[config.mk]
export PLATFORM = sky130hd
export DESIGN_NAME = con_ser_emulator
export DESIGN_NICKNAME = d
export VERILOG_FILES = /design/src/rtl/con_ser_pkg.sv /design/src/rtl/con_sync_edge.sv /design/src/rtl/con_ser_emulator.sv
export SDC_FILE = /design/constraint.sdc
export NUM_CORES = 1
export LEC_CHECK = 0
export ABC_AREA = 1
export CAP_MARGIN = 10
export CORE_ASPECT_RATIO = 1.75
export CORE_MARGIN = 2
export CORE_UTILIZATION = 30
export CTS_CLUSTER_SIZE = 10
export DETAILED_ROUTE_END_ITERATION = 16
export SLEW_MARGIN = 20
export SYNTH_ARGS = -nofsm -noshare
export SYNTH_HDL_FRONTEND = slang
export SYNTH_SLANG_ARGS = --single-unit
[constraint.sdc]
create_clock -name clk -period 3.2 [get_ports clk]
set_input_delay 0.64 -clock clk [delete_from_list [all_inputs] [get_ports clk]]
set_output_delay 0.64 -clock clk [all_outputs]
set_load 0.03 [all_outputs]
[src/rtl/con_ser_pkg.sv]
// con_ser_pkg: shared types and constants for the console serialiser emulator.
// Latency: n/a (types, constants and elaboration-time helpers only).
// Backpressure: n/a.
package con_ser_pkg;

  typedef enum logic [1:0] {
    IDLE  = 2'd0,
    LOAD  = 2'd1,
    SHIFT = 2'd2,
    DONE  = 2'd3
  } state_t;

  // Common frame lengths.
  localparam int NES_BITS  = 8;
  localparam int SNES_BITS = 16;

  // bit_idx has to hold 0..total_bits inclusive. It reaches total_bits at
  // end of frame.
  function automatic int idx_width(input int total_bits);
    return $clog2(total_bits + 1);
  endfunction

endpackage

[src/rtl/con_sync_edge.sv]
// con_sync_edge: multi-flop synchroniser for one asynchronous strobe, with
// registered rise/fall pulses.
// Latency: pin edge to level/rise/fall outputs = STAGES+1 clk cycles.
// Backpressure: none. Pulses are single-cycle and unconditional.
//
// Ports:
//   clk, reset : system clock and synchronous active-high reset
//   din        : asynchronous input pin
//   level      : synchronised level, aligned with the pulses
//   rise, fall : one-cycle pulses on a synchronised 0->1 / 1->0 transition
module con_sync_edge
#(
  parameter int   STAGES    = 2,
  parameter logic RESET_VAL = 1'b0
)
(
  input  logic clk,
  input  logic reset,
  input  logic din,
  output logic level,
  output logic rise,
  output logic fall
);

  logic [STAGES-1:0] chain;

  // 'level' is the previous-sample flop of the edge detector. It updates
  // on the same edge as the pulses, so the FSM sees a consistent view of
  // level and edges.
  always_ff @(posedge clk) begin
    if (reset) begin
      chain <= {STAGES{RESET_VAL}};
      level <= RESET_VAL;
      rise  <= 1'b0;
      fall  <= 1'b0;
    end else begin
      chain <= {chain[STAGES-2:0], din};
      level <= chain[STAGES-1];
      rise  <= chain[STAGES-1] & ~level;
      fall  <= ~chain[STAGES-1] & level;
    end
  end

endmodule

[src/rtl/con_ser_emulator.sv]
// con_ser_emulator: captures a parallel button word and shifts it out
// serially (active-low) to a NES/SNES-style console on latch/clock strobes.
// Latency: strobe pin edge to output change = SYNC_STAGES+2 clk cycles.
// Backpressure: none. The console paces the frame, and strobes are never stalled.
//
// Ports:
//   clk, reset  : system clock and synchronous active-high reset
//   buttons     : 1 = pressed, bit i is serial slot i
//   turbo_mask  : 1 = slot auto-toggles per frame (only with CON_SER_TURBO_EN)
//   con_latch   : console latch (async)
//   con_clock   : console data clock (async, idle high)
//   con_data    : serial data to console, 0 = pressed
//   busy        : high in LOAD or SHIFT
//   frame_done  : one-cycle pulse when the last slot has been clocked out
//   bit_idx     : slot currently presented
//
// Optional feature: define CON_SER_TURBO_EN to enable per-slot turbo.
module con_ser_emulator
  import con_ser_pkg::*;
#(
  parameter int N_BUTTONS   = 12,
  parameter int TOTAL_BITS  = 16,
  parameter int SYNC_STAGES = 2
)
(
  input  logic                                clk,
  input  logic                                reset,
  input  logic [N_BUTTONS-1:0]                buttons,
  input  logic [N_BUTTONS-1:0]                turbo_mask,
  input  logic                                con_latch,
  input  logic                                con_clock,
  output logic                                con_data,
  output logic                                busy,
  output logic                                frame_done,
  output logic [idx_width(TOTAL_BITS)-1:0]    bit_idx
);

  localparam int             IDX_W    = idx_width(TOTAL_BITS);
  localparam logic [IDX_W-1:0] LAST_IDX = IDX_W'(TOTAL_BITS - 1);
  localparam logic [IDX_W-1:0] END_IDX  = IDX_W'(TOTAL_BITS);

  logic latch_lvl, latch_rise, latch_fall;
  logic clk_lvl, clk_rise, clk_fall;

  con_sync_edge #(
    .STAGES    (SYNC_STAGES),
    .RESET_VAL (1'b0)
  ) u_latch_sync (
    .clk   (clk),
    .reset (reset),
    .din   (con_latch),
    .level (latch_lvl),
    .rise  (latch_rise),
    .fall  (latch_fall)
  );

  // The console clock idles high, so its synchroniser resets to 1. This
  // keeps the reset release from producing a false edge.
  con_sync_edge #(
    .STAGES    (SYNC_STAGES),
    .RESET_VAL (1'b1)
  ) u_clock_sync (
    .clk   (clk),
    .reset (reset),
    .din   (con_clock),
    .level (clk_lvl),
    .rise  (clk_rise),
    .fall  (clk_fall)
  );

  // Only rising edges of the data clock matter.
  logic unused_clk_sync;
  assign unused_clk_sync = clk_lvl ^ clk_fall;

  state_t                state;
  logic [TOTAL_BITS-1:0] sreg;
  logic [TOTAL_BITS-1:0] load_val;
  logic [TOTAL_BITS-1:0] shifted;
  logic                  go_load;
  logic                  enter_load;

  // A latch rise restarts the frame from any state. A latch that is
  // already high also (re)starts from IDLE/DONE, for example when it was
  // high while reset was released.
  assign go_load    = latch_rise || (latch_lvl && (state == IDLE || state == DONE));
  assign enter_load = go_load && (state != LOAD);

`ifdef CON_SER_TURBO_EN
  logic parity;
  logic turbo_phase;

  // parity toggles as LOAD is entered. The frame being loaded uses the
  // phase it entered with. On the entry cycle that is still in the flop,
  // and once in LOAD it is the complement of the flop. So the first frame
  // after reset is loaded unmasked, and frames then alternate.
  assign turbo_phase = (state == LOAD) ? ~parity : parity;

  always_ff @(posedge clk) begin
    if (reset) begin
      parity <= 1'b0;
    end else if (enter_load) begin
      parity <= ~parity;
    end
  end
`else
  logic unused_turbo;
  assign unused_turbo = (^turbo_mask) ^ enter_load;
`endif

  // Serial word is active-low. Slots above N_BUTTONS report released (1).
  always_comb begin
    load_val = '1;
    for (int i = 0; i < N_BUTTONS; i++) begin
`ifdef CON_SER_TURBO_EN
      load_val[i] = ~(buttons[i] & ~(turbo_mask[i] & turbo_phase));
`else
      load_val[i] = ~buttons[i];
`endif
    end
  end

  always_comb begin
    shifted                 = sreg >> 1;
    shifted[TOTAL_BITS-1]   = 1'b1;
  end

  always_ff @(posedge clk) begin
    if (reset) begin
      state      <= IDLE;
      sreg       <= '1;
      con_data   <= 1'b1;
      busy       <= 1'b0;
      frame_done <= 1'b0;
      bit_idx    <= '0;
    end else begin
      frame_done <= 1'b0;
      if (go_load) begin
        // Latch takes priority over any clock edge detected in the same
        // cycle. A partial frame is dropped without frame_done.
        state    <= LOAD;
        busy     <= 1'b1;
        bit_idx  <= '0;
        sreg     <= load_val;
        con_data <= load_val[0];
      end else begin
        case (state)
          LOAD: begin
            if (latch_fall) begin
              // Freeze the word captured on the previous cycle.
              state <= SHIFT;
            end else begin
              sreg     <= load_val;
              con_data <= load_val[0];
            end
          end
          SHIFT: begin
            if (clk_rise && !latch_lvl) begin
              if (bit_idx == LAST_IDX) begin
                state      <= DONE;
                busy       <= 1'b0;
                frame_done <= 1'b1;
                con_data   <= 1'b1;
                bit_idx    <= END_IDX;
              end else begin
                bit_idx  <= bit_idx + 1'b1;
                sreg     <= shifted;
                con_data <= shifted[0];
              end
            end
          end
          DONE: begin
            con_data <= 1'b1;
          end
          default: begin
            con_data <= 1'b1;
          end
        endcase
      end
    end
  end

endmodule

Word-level counts from Yosys, hierarchy flattened
Cells that the tools add are included.
{ "word_totals": {"ramBits": 0, "rom_bits": 0, "latchBits": 0, "input_bits": 28, "word_cells": 91, "ff_bits": 35, "output_inout_bits": 8, "mem_count": 0} }
{ "op_classes": {"add_sub_neg": 1, "reduce_logical": 20, "bitwise_logic": 20, "mul": 0, "div_mod_pow": 0, "shift": 0, "n_lt_le_gt_ge": 0, "n_eq_ne": 14, "muxes": 21} }
{ "ops": {"columns": ["operator", "n"], "rows": [
  ["two-way mux 16 bit", 3],
  ["case mux 16 bit (2 select lines)", 1],
  ["inverter 1 bit", 17],
  ["AND reduction 4 bit", 4],
  ["two-way mux 12 bit", 1],
  ["!= test 3 bit (second input constant)", 4],
  ["two-way mux 1 bit", 10],
  ["!= test 2 bit (second input constant)", 4],
  ["nonzero test 2 bit", 4],
  ["two-way mux 2 bit", 3],
  ["adder 5 x 1 -> 5 bit (second input constant)", 1],
  ["== test 5 x 4 -> 1 bit (second input constant)", 1],
  ["two-way mux 5 bit", 1],
  ["== test 2 bit (second input constant)", 2],
  ["case mux 2 bit (2 select lines)", 1],
  ["AND reduction 2 bit", 2],
  ["OR reduction 4 bit", 1],
  ["bitwise AND 1 bit", 3],
  ["!= test 3 x 2 -> 1 bit (second input constant)", 1],
  ["AND reduction 3 bit", 1],
  ["nonzero test 3 bit", 1],
  ["== test 2 x 1 -> 1 bit (second input constant)", 1],
  ["logical AND 1 bit", 2],
  ["zero test 2 bit", 1],
  ["other kinds (5)", 6]
]} }

Logic depth before layout (Yosys ltp)
Gate-level depths: netlist of the first run.
{ "depth": {"ltp_word": 6, "ltp_mapped": 11, "depth_no_buf": 11} }

Modules after synthesis
From an unflattened synthesis of the first run, not the netlist that was laid out.
{ "hier_totals": {"hier_cells": 212, "hier_area_um2": 1516.5} }
{ "by_module_without_submodules": {"columns": ["mod", "n_inst", "area_per_inst_um2", "seq_area_each_um2", "cells_per_inst"], "rows": [
  ["con_ser_emulator", 1, 1237.4, 420.4, 183],
  ["con_sync_edge at u_latch_sync", 1, 140.1, 100.1, 15],
  ["con_sync_edge at u_clock_sync", 1, 138.9, 100.1, 14]
]} }

Worst setup path after synthesis of the first run
No wires, ideal clock.
{ "synth_timing": {"path_kind": "register to register", "startpoint": "reg bit_idx[0]", "endpoint": "reg sreg[10]", "setup_slack_ps": 1382, "t_required_ps": 3070, "path_stages_with_launch": 11, "period_less_slack_ps": 1818, "arrival_ps": 1688, "setup_ps": 130, "n_path_buf": 1, "cell_sequence": "dfxtp_1 ha_1 inv_1 nor3_1 ha_1 nand4_4 nand2_2 inv_2 buf_6 nand3_1 nand3_1"} }
{ "synth_between": {"elab_chain_cells": 3} }
{ "synth_lines": {"columns": ["element", "line", "source"], "rows": [
  ["start, declared", "con_ser_emulator.sv:35", "output logic [idx_width(TOTAL_BITS)-1:0] bit_idx"],
  ["start signal, assigned", "con_ser_emulator.sv:165", "bit_idx <= bit_idx + 1'b1;"],
  ["== test 5 x 4 -> 1 bit", "con_ser_emulator.sv:158", "if (bit_idx == LAST_IDX) begin"],
  ["!= test 3 bit (no line)", null, null],
  ["AND reduction 4 bit (no line)", null, null],
  ["end signal, assigned", "con_ser_emulator.sv:143", "sreg <= load_val;"],
  ["end signal, assigned", "con_ser_emulator.sv:152", "sreg <= load_val;"],
  ["end signal, assigned", "con_ser_emulator.sv:166", "sreg <= shifted;"],
  ["end, declared", "con_ser_emulator.sv:76", "logic [TOTAL_BITS-1:0] sreg;"]
]} }
Every way passes these cells.
A chain may end at the register's enable or synchronous reset.

Final worst setup path of the first run
{ "layout_timing": {"startpoint": "reg state[0]", "endpoint": "reg con_data"} }
{ "layout_between": {"elab_chain_cells": 6, "elab_cells_between_ends": 12, "classes_between": "eq/ne: 5; mux: 2; reduce/logical: 5"} }
{ "layout_lines": {"columns": ["element", "line", "source"], "rows": [
  ["start, declared", "con_ser_emulator.sv:75", "state_t state;"],
  ["start signal, assigned", "con_ser_emulator.sv:129", "state <= IDLE;"],
  ["start signal, assigned", "con_ser_emulator.sv:140", "state <= LOAD;"],
  ["start signal, assigned", "con_ser_emulator.sv:150", "state <= SHIFT;"],
  ["== test 2 bit / zero test 2 bit (equally long branches)", "con_ser_emulator.sv:85", "assign go_load = latch_rise || (latch_lvl && (state == IDLE || state == DONE));"],
  ["logical OR 1 bit", "con_ser_emulator.sv:85", null],
  ["logical AND 1 bit", "con_ser_emulator.sv:85", null],
  ["logical OR 1 bit", "con_ser_emulator.sv:85", null],
  ["!= test 3 bit (no line)", null, null],
  ["AND reduction 2 bit (no line)", null, null],
  ["end signal, assigned", "con_ser_emulator.sv:144", "con_data <= load_val[0];"],
  ["end signal, assigned", "con_ser_emulator.sv:153", "con_data <= load_val[0];"],
  ["end signal, assigned", "con_ser_emulator.sv:167", "con_data <= shifted[0];"],
  ["end, declared", "con_ser_emulator.sv:32", "output logic con_data,"]
]} }
Parallel ways exist; a longest one is shown, timed or not.

==> results of run 1 <==
-- final timing paths --
check                                start                      endpoint  slack [ns]  cells after the start
max                  state[0]$_SDFFE_PP0P_         con_data$_SDFFE_PP1P_        0.97                      7
min          u_clock_sync.level$_SDFF_PP1_  u_clock_sync.rise$_SDFF_PP0_        0.39                      1
max reg2reg          state[0]$_SDFFE_PP0P_         con_data$_SDFFE_PP1P_        0.97                      7
min reg2reg  u_clock_sync.level$_SDFF_PP1_  u_clock_sync.rise$_SDFF_PP0_        0.39                      1
-- cell type report --
cell class	count	area, sq um
fillers	534	3100
multi-input cells	136	709.4
flip-flops and latches	30	600.6
repair buffers	23	230.2
inverters	35	131.4
clock buffers	6	82.58
well taps	54	67.56
clock inverters	2	12.51
-- metal layers --
layer	track usage	vias up	wire, microns	part of all wire
li1	-	708	-	-
met1	0.1338	606	1363	0.42
met2	0.2316	33	1638	0.50
met3	0.03576	5	189	0.058
met4	0.06798	0	68	0.021
met5	0	-	0	0
-- where the power goes --
| part | switching [W] | internal, W | total, W | leakage, nW |
|---|---|---|---|---|
| Sequential | 0.0000399 | 0.000451 | 0.000491 | 0.246 |
| Clock | 0.000146 | 0.000172 | 0.000318 | 0.0472 |
| Combinational | 0.000264 | 0.000160 | 0.000424 | 0.547 |
| Total | 0.000450 | 0.000784 | 0.00123 | 0.840 |
-- layout by cell type, fill, tap and decap left out, drive strengths merged --
cell	instances
inv	35
nor3	4
clkbuf	6
dfxtp	30
nand3	30
clkinv	1
nor3b	1
ha	5
nand2	53
a21oi	7
or2	2
xor2	1
o21bai	1
o21ai	7
clkinvlp	1
nor2	15
nand4	10
clkdlybuf4s50	23
-- synth_stat cells (all sizes together) --
| cell | count | area (sq um) |
|---|---|---|
| xor2 | 1 | 8.760 |
| nor2 | 15 | 61.31 |
| ha | 5 | 62.56 |
| a21oi | 7 | 35.03 |
| nand3 | 30 | 167.7 |
| buf | 8 | 72.56 |
| clkbuf | 2 | 7.510 |
| nand2 | 53 | 214.0 |
| dfxtp | 30 | 600.6 |
| o21bai | 1 | 7.510 |
| nor3b | 1 | 7.510 |
| inv | 35 | 131.4 |
| or2 | 2 | 12.51 |
| nand4 | 10 | 77.57 |
| nor3 | 4 | 20.02 |
| o21ai | 7 | 35.03 |
-- registers in the layout, summed over array words and instances (netlist names) --
register and cells:
sreg 11, bit_idx 5, state 2, u_clock_sync.chain 2, u_latch_sync.chain 2, busy 1
con_data 1, frame_done 1, u_clock_sync.level 1, u_clock_sync.rise 1, u_latch_sync.fall 1, u_latch_sync.level 1
u_latch_sync.rise 1
-- per-stage QoR --
stage | utilization | cells | hold slack (ns) | power [W] | instance area, sq um
3_5_place_dp | 0.3524 | 278 | 0.3834 | 0.0009229 | 1739
2_1_floorplan | - | 211 | 0.3727 | 0.0008546 | 1521
6_report | 0.3717 | 286 | 0.3882 | 0.001233 | 1834
5_1_grt | 0.3717 | 286 | 0.4195 | 0.001337 | 1834
3_3_place_gp | 0.3524 | 278 | 0.3772 | 0.0009183 | 1739
4_1_cts | 0.3717 | 286 | 0.3933 | 0.001246 | 1834
-- cell families after synthesis --
logic type | Yosys count | synth area share
XOR/XNOR | 1 | 0.005758
adder cells (fa/ha/maj) | 5 | 0.04112
buffers and inverters | 45 | 0.1390
AO/OA/AOI/OAI | 15 | 0.05098
AND/OR/NAND/NOR | 115 | 0.3684
flip-flops | 30 | 0.3947
==> results by group, run 1 <==
Run status
  • Outcome: finished clean

Synth
  • Syn nets: 244
  • Synthesized area: 0.001521 sq mm
  • Synth warn: 0
  • Synth cell types: 25
  • Post-Syn Area per Cell: 7.211 sq um
  • Syn Inst Count: 211
  • Sequential area share after synthesis: 0.3947
  • Number of synthesized register bits: 30

Floorplan
  • Die area: 0.005680 sq mm
  • IO Pins: 36
  • Die Height: 98.21 microns
  • Core region area: 0.004935 sq mm
  • Initial core utilization: 0.3083
  • Die W: 57.84 microns
  • # rows: 34

Route
  • Initial drt markers: 39
  • DRC Markers: 0
  • Remaining antenna violation count after routing: 0
  • Via count: 1352
  • WL final: 3260 microns
  • Via density per instance: 4.727
  • DR WL/cell: 11.40 microns
  • Pre-antenna DRT Iters: 4

CTS
  • CTS tree: built
  • Clk Tree Root Cell: clkbuf_8
  • Clock-pin transition on the worst setup and hold timing paths: 0.07 ns
  • Hold-fix buffers, CTS: 0
  • Clock Latency Late Sink: 0.28 ns
  • Num CTS Buffers: 5
  • Max clock buf depth: 2
  • Post-CTS Setup Inserts: 0
  • Cts repair resizes: 0
  • CTS sink cnt: 30
  • H-tree levels: 2

Global routing
  • Largest net degree at the start of global routing: 18
  • Initial antenna violation count: 0
  • Global-route wire length before repair: 5740 microns
  • Overflow after GRT: 0
  • Vias in the first global route: 1345
  • Tot GR Track Use: 0.1304

Timing
  • Hold Violations, Final: 0
  • Pins over their slew limit: 0
  • Crit share post-route: 0.6966
  • Final worst setup slack: 0.9708 ns
  • Unrepaired setup endpoints after global routing: false
  • Slew margin rel.: 0.5030
  • Setup_tns: 0 ns
  • Final clock skew: 0.004347 ns
  • Final min period: 2.229 ns
  • Final Setup Violations: 0
  • Worst Tran Pin Value: 0.7456 ns
  • F_max: 0.4486 GHz

Worst setup path
  • CP Launch Type: register
  • Buf/Inv on CP: 2
  • CP arrival: 2.41 ns
  • Crit path max fanout: 17
  • Crit Path Category: register to register
  • Kind of end point of the critical path: register
  • CP required: 3.38 ns
  • Critical Path, Cell by Cell: inv_1 -> ha_1 -> nand3_1 -> o21ai_0 -> inv_1 -> nand2_1 -> nand2_1
  • Worst path max stage delay: 0.63 ns
  • Crit path max-delay cell type: ha_1
  • Family with the most delay on the worst path: simple AND/OR/NAND/NOR gates

Placement
  • I/O Buffers: 23
  • DP Wirelength: 2245 microns
  • Routability cong.: 0.7527
  • Post-place setup slack: 0.9404 ns

Pwr
  • Peak supply drop: 0.3952 mV
  • Power density cells: 672.4 mW/mm^2
  • Static leakage: 0.8400 nW

Finish
  • Diodes inserted: 0
  • Area Growth Syn to Fin: 20.56%
  • Layout cells sized above 1: 0.09052
  • Final #Nets: 264

Worst hold path
  • Worst hold-check path type: register to register

Run
  • Max-cap violations: 0
Power figures use the tool's default switching activity.
==> run 2: changes to the inputs <==
==> constraint.sdc (replaced) <==
create_clock -name clk -period 2 [get_ports clk]
set_input_delay 0.4 -clock clk [delete_from_list [all_inputs] [get_ports clk]]
set_output_delay 0.4 -clock clk [all_outputs]
set_load 0.03 [all_outputs]
==> run 2 against run 1 <==
Net effect: clock skew grew 0.0013 ns; sequential share of layout area shrank 0.78 points; hold slack gained 0.0028 ns; clock power grew 60%; power grew 62%; cell count grew 2.1%; non-clock buffer count grew 6; via count shrank 0.44%; combinational power grew 66%; register-to-register slack lost 0.70 ns; worst setup slack lost 0.73 ns; sequential cell count is the same; largest cell class unchanged.
==> results by group, run 2 (synthesis results as in run 1) <==
Global routing
  • Met1 GRT Util: 0.1296 (-0.004212)
  • Global-route wire length before repair: 5423 microns (-5.5%)
  • Top Usage Layer GRT: met2
  • Tot GR Track Use: 0.1235 (-0.006909)
  • Largest net degree at the start of global routing: 14 (-4)
  • Initial antenna violation count: 0 (unchanged)
  • Met3 GRT Util: 0.03841 (+0.002649)
  • GR Util met2: 0.2089 (-0.02273)
  • Vias in the first global route: 1261 (-6.2%)
  • Overflow after GRT: 0 (unchanged)

Floorplan
  • # rows: 34 (unchanged)
  • Initial core utilization: 0.3083 (unchanged)
  • IO Pins: 36 (unchanged)
  • Die area: 0.005680 sq mm (unchanged)
  • Core region area: 0.004935 sq mm (unchanged)
  • Die W: 57.84 microns (unchanged)
  • Die Height: 98.21 microns (unchanged)

Finish
  • Fill cells: 527 (-1.3%)
  • Layout cells sized above 1: 0.1134 (+0.02293)
  • Number of flip-flops in the largest register: 11 (unchanged)
  • Final #Nets: 270 (+2.3%)
  • Area Growth Syn to Fin: 23.52%
  • Commonest non-fill, non-tap cell in the layout: nand2_1
  • Most frequent cells in the layout: nand2_1, inv_1, dfxtp_1
  • Diodes inserted: 0 (unchanged)
  • Final core occ: 0.3808 (+0.009128)
  • Top Registers: sreg x11, bit_idx x5
  • Final Non-Filler Cells: 292 (+2.1%)
  • Most flops, register: sreg

Worst setup path
  • Kind of end point of the critical path: primary output
  • Crit path max-delay cell type: clkdlybuf4s50_1
  • Worst path max stage delay: 0.69 ns (+0.06 ns)
  • Crit Path Category: register to primary output
  • Family with the most delay on the worst path: buffers and inverters
  • Critical Path, Cell by Cell: clkdlybuf4s50_1
  • Crit path max fanout: 4 (-13)
  • CP Launch Type: register
  • Critical Path Start: bit_idx[0]$_SDFFE_PP0P_
  • Worst r2r src: state[0]$_SDFFE_PP0P_
  • Buf/Inv on CP: 1 (-1)
  • CP arrival: 1.36 ns (-1.05 ns)
  • CP required: 1.60 ns (-1.78 ns)

Timing
  • Worst Tran Pin Value: 0.4387 ns (-0.3069 ns)
  • Setup_tns: 0 ns (unchanged)
  • Slew margin rel.: 0.7072 (+0.2043)
  • Pins over their slew limit: 0 (unchanged)
  • Crit share post-route: 0.8818
  • Final min period: 1.764 ns
  • F_max: 0.5670 GHz
  • Unrepaired setup endpoints after global routing: false
  • Hold Violations, Final: 0 (unchanged)
  • Final clock skew: 0.005672 ns (+0.001325 ns)
  • Final Setup Violations: 0 (unchanged)

Run
  • Max-cap violations: 0 (unchanged)

Route
  • DR WL/cell: 10.99 microns (-3.6%)
  • Remaining antenna violation count after routing: 0 (unchanged)
  • Pre-antenna DRT Iters: 4 (unchanged)
  • DRC Markers: 0 (unchanged)
  • Via count: 1346 (-0.44%)
  • WL final: 3210 microns (-1.5%)
  • Via density per instance: 4.610 (-2.5%)
  • Initial drt markers: 17 (-56%)

Placement
  • DP Wirelength: 2309 microns (+2.8%)
  • I/O Buffers: 23 (unchanged)
  • Routability cong.: 0.7969 (+5.9%)
  • Cells after DPL: 284 (+2.2%)

CTS
  • Clk Tree Root Cell: clkbuf_8
  • Clock Latency Late Sink: 0.28 ns (about the same)
  • Clock-pin transition on the worst setup and hold timing paths: 0.07 ns (about the same)
  • Max clock buf depth: 2 (unchanged)
  • Hold-fix buffers, CTS: 0 (unchanged)
  • CTS tree: built
  • Num CTS Buffers: 5 (unchanged)
  • CTS sink cnt: 30 (unchanged)
  • Post-CTS Setup Inserts: 0 (unchanged)
  • Cts repair resizes: 0 (unchanged)
  • H-tree levels: 2 (unchanged)

Worst hold path
  • Worst Min Path Start: u_clock_sync.level$_SDFF_PP1_
  • Worst hold-check path type: register to register

Pwr
  • Power density cells: 1064 mW/mm^2 (+58%)
  • Peak supply drop: 0.6767 mV (+71%)
  • Static leakage: 0.8680 nW (+3.3%)

Run status
  • Outcome: finished clean
==> run 2: changes by cell type in the layout (fill, tap and decap cells not counted) <==
cell	change
buf_4	+6
==> run 2: area by class of cell <==
cell class	instances	area [sq um]	share of cell area
clock inverter	2	12.51	0.006658
sequential	30	600.6	0.3196
clock buffer	6	82.58	0.04394
timing repair buffer	29	275.3	0.1465
inverter	35	131.4	0.06991
multi-input combinational	136	709.4	0.3775
tap	54	67.56	0.03595
==> run 2: per-stage QoR <==
| stage | hold slack (ns) | cell area (sq um) | setup WS, ns | total power, W |
|---|---|---|---|---|
| 3_5_place_dp | 0.3850 | 1784 | 0.2641 | 0.001514 |
| 4_1_cts | 0.3951 | 1879 | 0.2185 | 0.002031 |
| 2_1_floorplan | 0.3727 | 1521 | 0.1825 | 0.001367 |
| 6_report | 0.3910 | 1879 | 0.2364 | 0.001999 |
| 3_3_place_gp | 0.3783 | 1784 | 0.2531 | 0.001508 |
| 5_1_grt | 0.4180 | 1879 | 0.1085 | 0.002153 |
==> run 2: power breakdown <==
group	internal [W]	switching, W	total [W]
clock	0.000276	0.000234	0.000510
sequential	0.000722	0.0000619	0.000784
combinational	0.000286	0.000419	0.000705
total	0.00128	0.000715	0.00200
==> run 2: routing by layer <==
layer  wire length (microns)  up-vias
met4                      67        0
met2                    1556       27
met5                       0        -
met3                     159        5
met1                    1427      599
li1                        -      715
==> run 2: path summary, 6_finish.rpt <==
check / end / slack [ns] / cells past startpoint
setup / recovery: bit_idx[0] / 0.24 / 1
hold / removal: u_clock_sync.rise$_SDFF_PP0_ / 0.39 / 1
setup reg to reg: sreg[1]$_SDFFE_PP1P_ / 0.27 / 9
hold reg to reg: u_clock_sync.rise$_SDFF_PP0_ / 0.39 / 1
==> run 2: worst reg2reg max path, cell delays in order (launching register included) <==
cell,delay [ns]
dfxtp_1,0.36
inv_1,0.05
ha_1,0.33
nand2_2,0.14
nand3_1,0.23
buf_4,0.25
nand2_1,0.05
nand2_1,0.05
nand3_1,0.08
nand3_1,0.07
==> run 3: changes to the inputs <==
--- a/config.mk
+++ b/config.mk
@@ -12,6 +12,7 @@
 export CORE_UTILIZATION = 30
 export CTS_CLUSTER_SIZE = 10
 export DETAILED_ROUTE_END_ITERATION = 16
+export SKIP_LAST_GASP = 1
 export SLEW_MARGIN = 20
 export SYNTH_ARGS = -nofsm -noshare
 export SYNTH_HDL_FRONTEND = slang
==> results of run 3 <==
No change in the layout: final DEF, timing and power equal those of run 2.
